`src/rtl/roi_color_classifier.sv`:
```
`default_nettype none
// +----------------------------------------------------------------------------+
// | Module      : roi_color_classifier                                         |
// | Description : Classifies ROI pixels into NUM_CLASSES programmable RGB box  |
// |               classes, counts them per frame, picks a frame winner by a    |
// |               sequential arg-max scan and debounces it into a stable lock. |
// | Revision    : 1.0 - initial release                                        |
// +----------------------------------------------------------------------------+
module roi_color_classifier #(
  parameter int NUM_CLASSES   = 4,
  parameter int COORD_W       = 10,
  parameter int CNT_W         = 17,
  parameter int STABLE_FRAMES = 3,
  localparam int CLS_W        = $clog2(NUM_CLASSES)
) (
  input  logic                         clk,
  input  logic                         reset,
  input  logic                         pixel_valid,
  input  logic                         frame_start,
  input  logic [COORD_W-1:0]           x_coord,
  input  logic [COORD_W-1:0]           y_coord,
  input  logic [7:0]                   pixel_r,
  input  logic [7:0]                   pixel_g,
  input  logic [7:0]                   pixel_b,
  input  logic [COORD_W-1:0]           roi_x_start,
  input  logic [COORD_W-1:0]           roi_x_end,
  input  logic [COORD_W-1:0]           roi_y_start,
  input  logic [COORD_W-1:0]           roi_y_end,
  input  logic [NUM_CLASSES*8-1:0]     cls_r_min,
  input  logic [NUM_CLASSES*8-1:0]     cls_r_max,
  input  logic [NUM_CLASSES*8-1:0]     cls_g_min,
  input  logic [NUM_CLASSES*8-1:0]     cls_g_max,
  input  logic [NUM_CLASSES*8-1:0]     cls_b_min,
  input  logic [NUM_CLASSES*8-1:0]     cls_b_max,
  input  logic [NUM_CLASSES*CNT_W-1:0] cls_cnt_min,
  input  logic                         clear_lock,
  output logic                         in_roi,
  output logic                         pixel_match,
  output logic [CLS_W-1:0]             pixel_class,
  output logic [CLS_W-1:0]             frame_class,
  output logic                         frame_none,
  output logic                         frame_valid,
  output logic [CNT_W-1:0]             frame_count,
  output logic [CLS_W-1:0]             stable_class,
  output logic                         stable_locked,
  output logic                         change_event,
  output logic                         overrun_err
);

  // Scan index needs one extra bit so it can reach NUM_CLASSES (fallback step)
  localparam int                 IDX_W      = CLS_W + 1;
  localparam logic [IDX_W-1:0]   C_LAST_IDX = IDX_W'(NUM_CLASSES);
  localparam logic [3:0]         C_STABLE   = 4'(STABLE_FRAMES);
  localparam logic [CNT_W-1:0]   C_CNT_MAX  = {CNT_W{1'b1}};

  typedef enum logic [1:0] {
    S_IDLE = 2'd0,
    S_EVAL = 2'd1,
    S_DONE = 2'd2
  } state_t;

  logic [NUM_CLASSES-1:0] w_match;
  logic [CNT_W-1:0]       w_cnt_min [NUM_CLASSES];
  logic [CNT_W-1:0]       r_cnt     [NUM_CLASSES];
  logic [CNT_W-1:0]       r_snap    [NUM_CLASSES];
  logic                   w_in_roi;
  logic                   w_any_match;
  logic [CLS_W-1:0]       w_pix_class;
  logic                   w_edge;
  logic                   r_fs_d;
  logic                   r_first;
  state_t                 r_state;
  logic [IDX_W-1:0]       r_idx;
  logic [CLS_W-1:0]       r_best_idx;
  logic [CNT_W-1:0]       r_best_cnt;
  logic                   r_best_found;
  logic [CNT_W-1:0]       w_scan_cnt;
  logic [CNT_W-1:0]       w_scan_min;
  logic [CLS_W-1:0]       r_cand;
  logic                   r_cand_none;
  logic [3:0]             r_run;
  logic                   w_res_none;
  logic [CLS_W-1:0]       w_res_class;
  logic                   w_same;
  logic [3:0]             w_run_next;
  logic                   w_lock_now;

  // Per-class colour box match and threshold unpacking
  for (genvar k = 0; k < NUM_CLASSES; k++) begin : g_class
    assign w_match[k] = (pixel_r >= cls_r_min[8*k +: 8]) && (pixel_r <= cls_r_max[8*k +: 8]) &&
                        (pixel_g >= cls_g_min[8*k +: 8]) && (pixel_g <= cls_g_max[8*k +: 8]) &&
                        (pixel_b >= cls_b_min[8*k +: 8]) && (pixel_b <= cls_b_max[8*k +: 8]);
    assign w_cnt_min[k] = cls_cnt_min[CNT_W*k +: CNT_W];
  end

  // Priority encode the matching classes, lowest index wins
  always_comb begin
    w_pix_class = '0;
    w_any_match = 1'b0;
    for (int k = NUM_CLASSES - 1; k >= 0; k--) begin
      if (w_match[k]) begin
        w_pix_class = CLS_W'(k);
        w_any_match = 1'b1;
      end
    end
  end

  assign w_in_roi    = (x_coord >= roi_x_start) && (x_coord < roi_x_end) &&
                       (y_coord >= roi_y_start) && (y_coord < roi_y_end);
  assign in_roi      = w_in_roi;
  assign pixel_match = w_in_roi && pixel_valid && w_any_match;
  assign pixel_class = w_pix_class;
  assign w_edge      = frame_start && !r_fs_d;

  assign w_scan_cnt  = r_snap[r_idx[CLS_W-1:0]];
  assign w_scan_min  = w_cnt_min[r_idx[CLS_W-1:0]];

  // Debounce: compare this frame's result with the running candidate
  assign w_res_none  = !r_best_found;
  assign w_res_class = r_best_found ? r_best_idx : '0;
  assign w_same      = (w_res_none == r_cand_none) && (w_res_none || (w_res_class == r_cand));
  assign w_run_next  = w_same ? ((r_run < C_STABLE) ? r_run + 4'd1 : C_STABLE) : 4'd1;
  assign w_lock_now  = (w_run_next == C_STABLE) && !w_res_none &&
                       (!stable_locked || (w_res_class != stable_class));

  // Per-class saturating counters; the frame edge snapshots and clears them
  always_ff @(posedge clk or negedge reset) begin
    if (!reset) begin
      for (int k = 0; k < NUM_CLASSES; k++) begin
        r_cnt[k]  <= '0;
        r_snap[k] <= '0;
      end
    end else if (w_edge) begin
      for (int k = 0; k < NUM_CLASSES; k++) begin
        r_snap[k] <= r_cnt[k];
        r_cnt[k]  <= '0;
      end
    end else if (pixel_match && (r_cnt[w_pix_class] != C_CNT_MAX)) begin
      r_cnt[w_pix_class] <= r_cnt[w_pix_class] + CNT_W'(1);
    end
  end

  // Frame FSM: arg-max scan, result registration, debounce and lock handling
  always_ff @(posedge clk or negedge reset) begin
    if (!reset) begin
      r_state       <= S_IDLE;
      r_first       <= 1'b1;
      r_fs_d        <= 1'b0;
      r_idx         <= '0;
      r_best_idx    <= '0;
      r_best_cnt    <= '0;
      r_best_found  <= 1'b0;
      r_cand        <= '0;
      r_cand_none   <= 1'b0;
      r_run         <= '0;
      frame_class   <= '0;
      frame_none    <= 1'b0;
      frame_valid   <= 1'b0;
      frame_count   <= '0;
      stable_class  <= '0;
      stable_locked <= 1'b0;
      change_event  <= 1'b0;
      overrun_err   <= 1'b0;
    end else begin
      r_fs_d       <= frame_start;
      frame_valid  <= 1'b0;
      change_event <= 1'b0;
      if (w_edge) begin
        // A new edge always wins: an in-flight evaluation is abandoned
        if (r_state != S_IDLE) begin
          overrun_err <= 1'b1;
        end
        if (r_first) begin
          r_first <= 1'b0;
        end else begin
          r_state      <= S_EVAL;
          r_idx        <= IDX_W'(1);
          r_best_found <= 1'b0;
          r_best_idx   <= '0;
          r_best_cnt   <= '0;
        end
      end else begin
        case (r_state)
          S_EVAL: begin
            if (r_idx == C_LAST_IDX) begin
              // Background only wins when no foreground class qualified
              if (!r_best_found && (r_snap[0] > w_cnt_min[0])) begin
                r_best_found <= 1'b1;
                r_best_idx   <= '0;
                r_best_cnt   <= r_snap[0];
              end
              r_state <= S_DONE;
            end else begin
              if ((w_scan_cnt > w_scan_min) && (!r_best_found || (w_scan_cnt > r_best_cnt))) begin
                r_best_found <= 1'b1;
                r_best_idx   <= r_idx[CLS_W-1:0];
                r_best_cnt   <= w_scan_cnt;
              end
              r_idx <= r_idx + IDX_W'(1);
            end
          end
          S_DONE: begin
            frame_valid <= 1'b1;
            frame_none  <= w_res_none;
            frame_class <= w_res_class;
            frame_count <= r_best_found ? r_best_cnt : '0;
            r_cand      <= w_res_class;
            r_cand_none <= w_res_none;
            r_run       <= w_run_next;
            if (w_lock_now && !clear_lock) begin
              stable_class  <= w_res_class;
              stable_locked <= 1'b1;
              change_event  <= 1'b1;
            end
            r_state <= S_IDLE;
          end
          default: r_state <= S_IDLE;
        endcase
      end
      // Placed last so it overrides any lock taken in the same cycle
      if (clear_lock) begin
        stable_locked <= 1'b0;
        r_run         <= '0;
      end
    end
  end

endmodule
`default_nettype wire
```
`config.mk`:
```
export PLATFORM = sky130hd
export DESIGN_NAME = roi_color_classifier
export DESIGN_NICKNAME = d
export VERILOG_FILES = /design/src/rtl/roi_color_classifier.sv
export SDC_FILE = /design/constraint.sdc
export NUM_CORES = 1
export LEC_CHECK = 0
export ABC_AREA = 1
export CAP_MARGIN = 5
export CORE_AREA = 4 4 186 188
export CTS_CLUSTER_DIAMETER = 40
export CTS_CLUSTER_SIZE = 30
export DETAILED_ROUTE_END_ITERATION = 8
export DIE_AREA = 0 0 190 192
export GPL_TIMING_DRIVEN = 0
export PLACE_DENSITY = 0.81
export SETUP_SLACK_MARGIN = 0.02
export SKIP_LAST_GASP = 1
export SYNTH_ARGS = -nofsm -noshare
export SYNTH_HDL_FRONTEND = slang
export SYNTH_SLANG_ARGS = --single-unit
```
`constraint.sdc`:
```
create_clock -name clk -period 3.9 [get_ports clk]
set_input_delay 0.39 -clock clk [delete_from_list [all_inputs] [get_ports clk]]
set_output_delay 0.39 -clock clk [all_outputs]
set_load 0.01 [all_outputs]
```
==> results of run 1 <==
==> through the flow <==
step	TNS, ns	hold slack (ns)	worst slack [ns]	util (%)
detailed placement	-131.87	0.456	-1.92	64.3
global route	-9.59	0.0478	-0.206	73.4
global placement	-1171.86	0.449	-5.43	64.2
CTS	0	0.0435	0.0211	68.5
finish	-0.0531	-0.0260	-0.0240	73.4
floorplan	0	0.0944	0.163	-
==> layout by cell type (no fill, tap or decap), types with 9 or more instances in the layout <==
master and count:
clkdlybuf4s50_1 310, nand2_2 44, a21oi_1 125, nand3_4 9, a211oi_1 20, nand3_1 55
o21a_1 13, nand2_4 11, a21oi_2 18, buf_8 9, nor2_2 23, nand3_2 30
nor2_1 183, ha_4 60, clkbuf_16 19, clkbuf_2 24, buf_4 53, inv_2 43
nand4_1 34, nand2_1 515, ha_1 225, nor3_1 21, nand3b_1 9, dlymetal6s2s_1 45
dfrtp_1 190, o22ai_1 28, buf_6 15, inv_1 370, clkbuf_1 21, nor2_4 29
o21ai_0 172, o21ai_1 17
==> power by group through the flow <==
stage / sequential (mW) / combinational (mW) / clock (mW)
3_5_place_dp: 2.33 / 3.58 / 0
3_3_place_gp: 2.32 / 3.47 / 0
4_1_cts: 2.30 / 3.66 / 1.84
5_1_grt: 2.33 / 4.39 / 1.92
2_1_floorplan: 2.33 / 2.14 / 0
6_report: 2.31 / 3.93 / 1.82
==> cell families (layout without fill, tap and decap cells) <==
logic type               after synthesis  count (layout)  synth area share [%]
AO/OA/AOI/OAI                        435             435                  14.2
XOR/XNOR                               6               6                 0.355
other                                  0               7                     0
adder cells (fa/ha/maj)              286             286                  21.2
AND/OR/NAND/NOR                      979             979                  24.9
buffers and inverters                479             960                  10.8
flip-flops                           193             193                  28.6
==> layer usage <==
layer  up-vias  wire length (um)  GRT usage [%]
li1       8696                 -              -
met1      8548             23600           36.8
met2       852             31300           58.3
met3       212              4590           4.98
met4         2              3150           12.0
met5         -                 8              0
==> flip-flops by register name (all words and copies together), names as in the netlist, 2 cells and up <==
signal        count
r_idx             3
r_run             4
r_snap           68
r_cand            2
r_cnt            68
r_best_cnt       17
r_best_idx        2
r_state           2
frame_count      17
stable_class      2
==> worst max path at each step <==
stage / end / start / slack, ns / cells after the start
floorplan: r_cnt[25] / cls_g_max[29] / 0.16 / 23
global placement: r_cnt[22] / reset / -5.43 / 1
detailed placement: r_cnt[27] / pixel_r[5] / -1.92 / 23
CTS: r_cnt[65] / pixel_b[0] / 0.02 / 32
global route: r_cnt[37] / cls_g_min[13] / -0.21 / 27
finish: r_cnt[34] / cls_g_min[13] / -0.02 / 27
==> cell usage after synthesis (all sizes together) (6+ instances only) <==
cell type / instances / share of area (%)
ha: 286 / 21
o21a: 13 / 0.58
clkbuf: 43 / 0.95
o211ai: 6 / 0.27
nor2: 235 / 5.7
nor3: 27 / 0.83
a21o: 8 / 0.36
a21oi: 146 / 4.4
nand3b: 9 / 0.40
nand4: 34 / 1.3
dfrtp: 192 / 28
nand2: 573 / 13
a211oi: 20 / 0.89
o21ai: 194 / 5.7
buf: 14 / 0.49
o22ai: 32 / 1.2
nand3: 94 / 3.5
inv: 419 / 9.3
==> what timing repair did <==
item                                    CTS  global route
pin swaps                                37           130
resized for setup                       154           357
setup buffers                            37            30
gates cloned                              3             2
endpoints found under the setup margin   92            89
==> cell type report <==
type / count / area share, %
clock buffer: 17 / 1.75
tap: 448 / 2.31
inverter: 422 / 6.63
multi-input combinational: 1706 / 48.4
antenna: 7 / 0.0721
timing repair inverter: 1 / 0.0309
clock inverter: 15 / 0.860
timing repair buffer: 449 / 18.6
sequential: 193 / 19.9
buffer: 56 / 1.45
==> impl_metrics.yaml, run 1 <==
status:
  status: "complete, but fails checks"
  violations: "negative hold slack, negative setup slack"
power_and_ir_drop:
  p_seq_share_pct: 28.6
  clockPowerShare_pct: 22.6
  p_switching_mw: 3.39
  p_total_mw: 8.06
  p_comb_share_pct: 48.7
  vdd_ir_drop_max_v: 0.000299
  p_per_area_nw_per_um2: 332
  p_sw_share_pct: 42.0
  p_leak_nw: 12.5
  intPower_mw: 4.67
layout:
  multi_input_area_um2: 11800
  final_nets: 3481
  stdcell_count: 3314
  area_growth_pct: 43.7
  fill_cells: 2446
  drive_gt1_share_pct: 16.2
  seq_area_um2: 4830
  design_area_um2: 24300
sta:
  drv_slew: 0
  clock_skew_ns: 0.0150
  tightest_slew_ns: 1.06
  whs_ns: -0.0260
  max_clock_freq_mhz: 255
  final.period_utilization_pct: 101
  finalCriticalPeriod_ns: 3.92
  finalSetupViolCount: 4
  setup_ws_ns: -0.0240
  max_slew_margin_pct: 29.3
  hold_violations: 12
critical_path:
  cp.required_ns: 4.27
  rrSetupSlack_ns: 0.21
  crit_arrival_ns: 4.29
  crit_fanout: 6
  critPathTopFamily: "simple AND/OR/NAND/NOR gates"
  critPathCaptureType: "flop"
  crit_slowest_cell: "clkdlybuf4s50_1"
  r2r_cells: 17
  path_buf_inv: 6
  regToRegEndpoint: "r_best_cnt[12]"
  cpPeakStageDelay_ns: 0.47
  start_kind: "primary input"
  r2r_start: "r_idx[0]"
  cp_common_cell: "nor2_4"
  path_class: "in2reg"
routing:
  drt-wirelength-per-cell_um: 18.9
  ant_nets: 0
  drc: 0
  vias_per_cell: 5.53
  vias: 18310
  drt_iter0_drc: 1231
  wirelength_um: 62700
  dr.pass1.iters: 6
die:
  design.portCount: 379
  placementRows: 67
  fp.dieW_um: 190
  dieHeight_um: 192
  initial_utilization_pct: 51.1
  coreArea_um2: 33100
  die-area_um2: 36500
grt:
  grt_overflow_total: 0
  grt_use_total_pct: 31.6
  antenna_found_initial: 9
  grt_pass1_wl_um: 91700
  grt_max_degree: 115
  grt_pass1_vias: 17952
clock_tree:
  clock-sinks: 193
  htree_levels: 4
  cts_root_buffer: "clkbuf_16"
  clk_latency_ns: 0.46
  ctsHoldBuffers: 0
  cts_tree: "done"
  numCtsBuffers: 17
  clkSlewWorstSetupHoldPaths_ns: 0.08
  cts.path.max_buffers: 2
placement:
  portBuffers: 378
  dpl.cell_count: 3205
  place_congestion: 0.953
  place_area_um2: 21300
  detailed_place_hpwl_um: 47500
synthesis:
  synth_edf_count: 0
  netlist_instances: 2378
  synth_fp_nets: 3013
  avgSynthCellArea_um2: 7.11
  syn-cell-area_um2: 16900
  async_reset_ff_share_pct: 100
  synth.lib_cells_used.distinct: 51
  synth_warnings: 0
  synth-seq-cells: 193
  yosys_most_used_dff: "dfrtp_1"
  yosysSeqAreaShare_pct: 28.6
hold_path:
  hold_class: "in2async"
run:
  maxCapViolations: 0
Power figures use the tool's default switching activity.
==> run 2: changes to the inputs <==
Settings changed: MAX_ROUTING_LAYER from default to met4.
==> impl_metrics.yaml, run 2 (same netlist as run 1, synthesis figures left out) <==
grt:
  use_met2_pct: 58.6
  grt_use_total_pct: 32.9
  grt_max_degree: 108
  grt_pass1_vias: 18060
  grt_overflow_total: 0
  antenna_found_initial: 7
  grt_pass1_wl_um: 92600
  top_usage_layer: "met2"
  global_route.usage.met3_pct: 5.76
  grt_util_met1_pct: 36.8
placement:
  detailed_place_hpwl_um: 47800
  place_congestion: 0.928
  portBuffers: 378
  place_area_um2: 21300
sta:
  whs_ns: -0.0480
  drv_slew: 0
  clock_skew_ns: 0.0168
  tightest_slew_ns: 1.06
  max_clock_freq_mhz: 258
  finalCriticalPeriod_ns: 3.87
  max_slew_margin_pct: 29.0
  final.period_utilization_pct: 99.3
  rsz0062_at_grt: "yes"
  hold_violations: 17
  finalSetupViolCount: 0
routing:
  vias: 18102
  dr.pass1.iters: 7
  wirelength_um: 62000
  ant_nets: 0
  vias_per_cell: 5.47
  drt-wirelength-per-cell_um: 18.8
  drc: 0
  drt_iter0_drc: 1238
power_and_ir_drop:
  vdd_ir_drop_max_v: 0.000282
  p_leak_nw: 12.2
  p_total_mw: 7.95
  p_per_area_nw_per_um2: 332
die:
  design.portCount: 379
  coreArea_um2: 33100
  initial_utilization_pct: 51.1
  fp.dieW_um: 190
  dieHeight_um: 192
  placementRows: 67
  die-area_um2: 36500
layout:
  final_common_cell: "nand2_1"
  top_regs: "r_cnt: 68 flops, r_snap: 68 flops"
  fill_cells: 2593
  final_nets: 3474
  design_area_um2: 23900
  final_cell_mix: "nand2_1, inv_1, clkdlybuf4s50_1, ha_1, dfrtp_1"
  drive_gt1_share_pct: 15.0
  seq_area_um2: 4830
  multi_input_area_um2: 11600
  area_growth_pct: 41.5
critical_path:
  crit_arrival_ns: 4.24
  start_kind: "primary input"
  cp.required_ns: 4.27
  critPathCaptureType: "flop"
  crit_fanout: 8
  path_class: "in2reg"
clock_tree:
  cts_root_buffer: "clkbuf_16"
  htree_levels: 4
  cts_tree: "done"
  clkSlewWorstSetupHoldPaths_ns: 0.07
  numCtsBuffers: 17
  ctsHoldBuffers: 0
  cts.path.max_buffers: 2
  clock-sinks: 193
  clk_latency_ns: 0.46
hold_path:
  hold_class: "in2async"
status:
  status: "complete, but fails checks"
  violations: "negative hold slack"
run:
  maxCapViolations: 0
## run 2: where the power goes
part	total (mW)	internal (mW)	switching (mW)
clock network	1.73	0.853	0.877
registers	2.31	2.19	0.119
logic	3.91	1.60	2.31
total	7.95	4.64	3.31
## run 2: routing by layer
| layer | routed length [um] | part of all wire [%] |
|---|---|---|
| met3 | 4540 | 7.3 |
| met4 | 3260 | 5.3 |
| met1 | 23700 | 38 |
| met5 | 0 | 0 |
| met2 | 30600 | 49 |
## run 2: final timing paths
path	start	to	slack [ns]	cells after the start
worst min-delay path	reset	frame_count[10]	-0.05	1
worst max register to register	r_idx[1]	r_best_cnt[12]	0.25	16
worst max-delay path	cls_g_max[29]	r_cnt[6]	0.03	25
worst min register to register	r_snap[49]	r_snap[49]	0.47	2
min in group clk	frame_start	r_fs_d	0.46	1
max in group asynchronous	reset	r_cnt[39]	3.01	2
## run 2: timing repair
action / 4_1_cts / 5_1_grt
pin swaps: 28 / 105
cloned: 3 / 3
resized for setup: 144 / 316
setup buffers: 41 / 17
endpoints found under the setup margin: 92 / 89
## run 2: final cells by class
type | instances | area share (%)
multi-input cells | 1706 | 48.4
flip-flops and latches | 193 | 20.2
repair buffers | 442 | 18.3
inverters | 422 | 6.71
well taps | 448 | 2.34
clock buffers | 17 | 1.78
plain buffers | 56 | 1.52
clock inverters | 15 | 0.591
diodes | 7 | 0.0732
repair inverters | 1 | 0.0314
## run 2: worst max-delay path, stage by stage
cell	delay (ns)
clkdlybuf4s50_1	0.46
inv_1	0.04
ha_1	0.28
a21o_1	0.17
a21oi_2	0.11
nand2_1	0.07
nand2_2	0.11
nand2_4	0.08
nor3_4	0.25
nand2_8	0.12
nor2_4	0.24
nand2_2	0.11
o21ai_4	0.09
nor2_4	0.07
ha_4	0.17
nand3_4	0.12
nor2_4	0.06
nand2_4	0.08
nor2_4	0.05
ha_4	0.17
nor2_4	0.19
nand2_2	0.11
nor2_4	0.16
clkinvlp_4	0.29
o21ai_2	0.23
## run 2: per-stage QoR
step	hold WS, ns	worst slack (ns)	cells	setup TNS [ns]	util, %
after CTS	0.0257	0.0235	3280	0	68.2
final	-0.0480	0.0264	3307	0	72.3
after global routing	0.0321	-0.136	3307	-3.71	72.3
after global placement	0.450	-5.46	3204	-1177.04	64.2
after floorplan	0.0944	0.163	2378	0	-
after detailed placement	0.453	-1.89	3205	-133.75	64.3
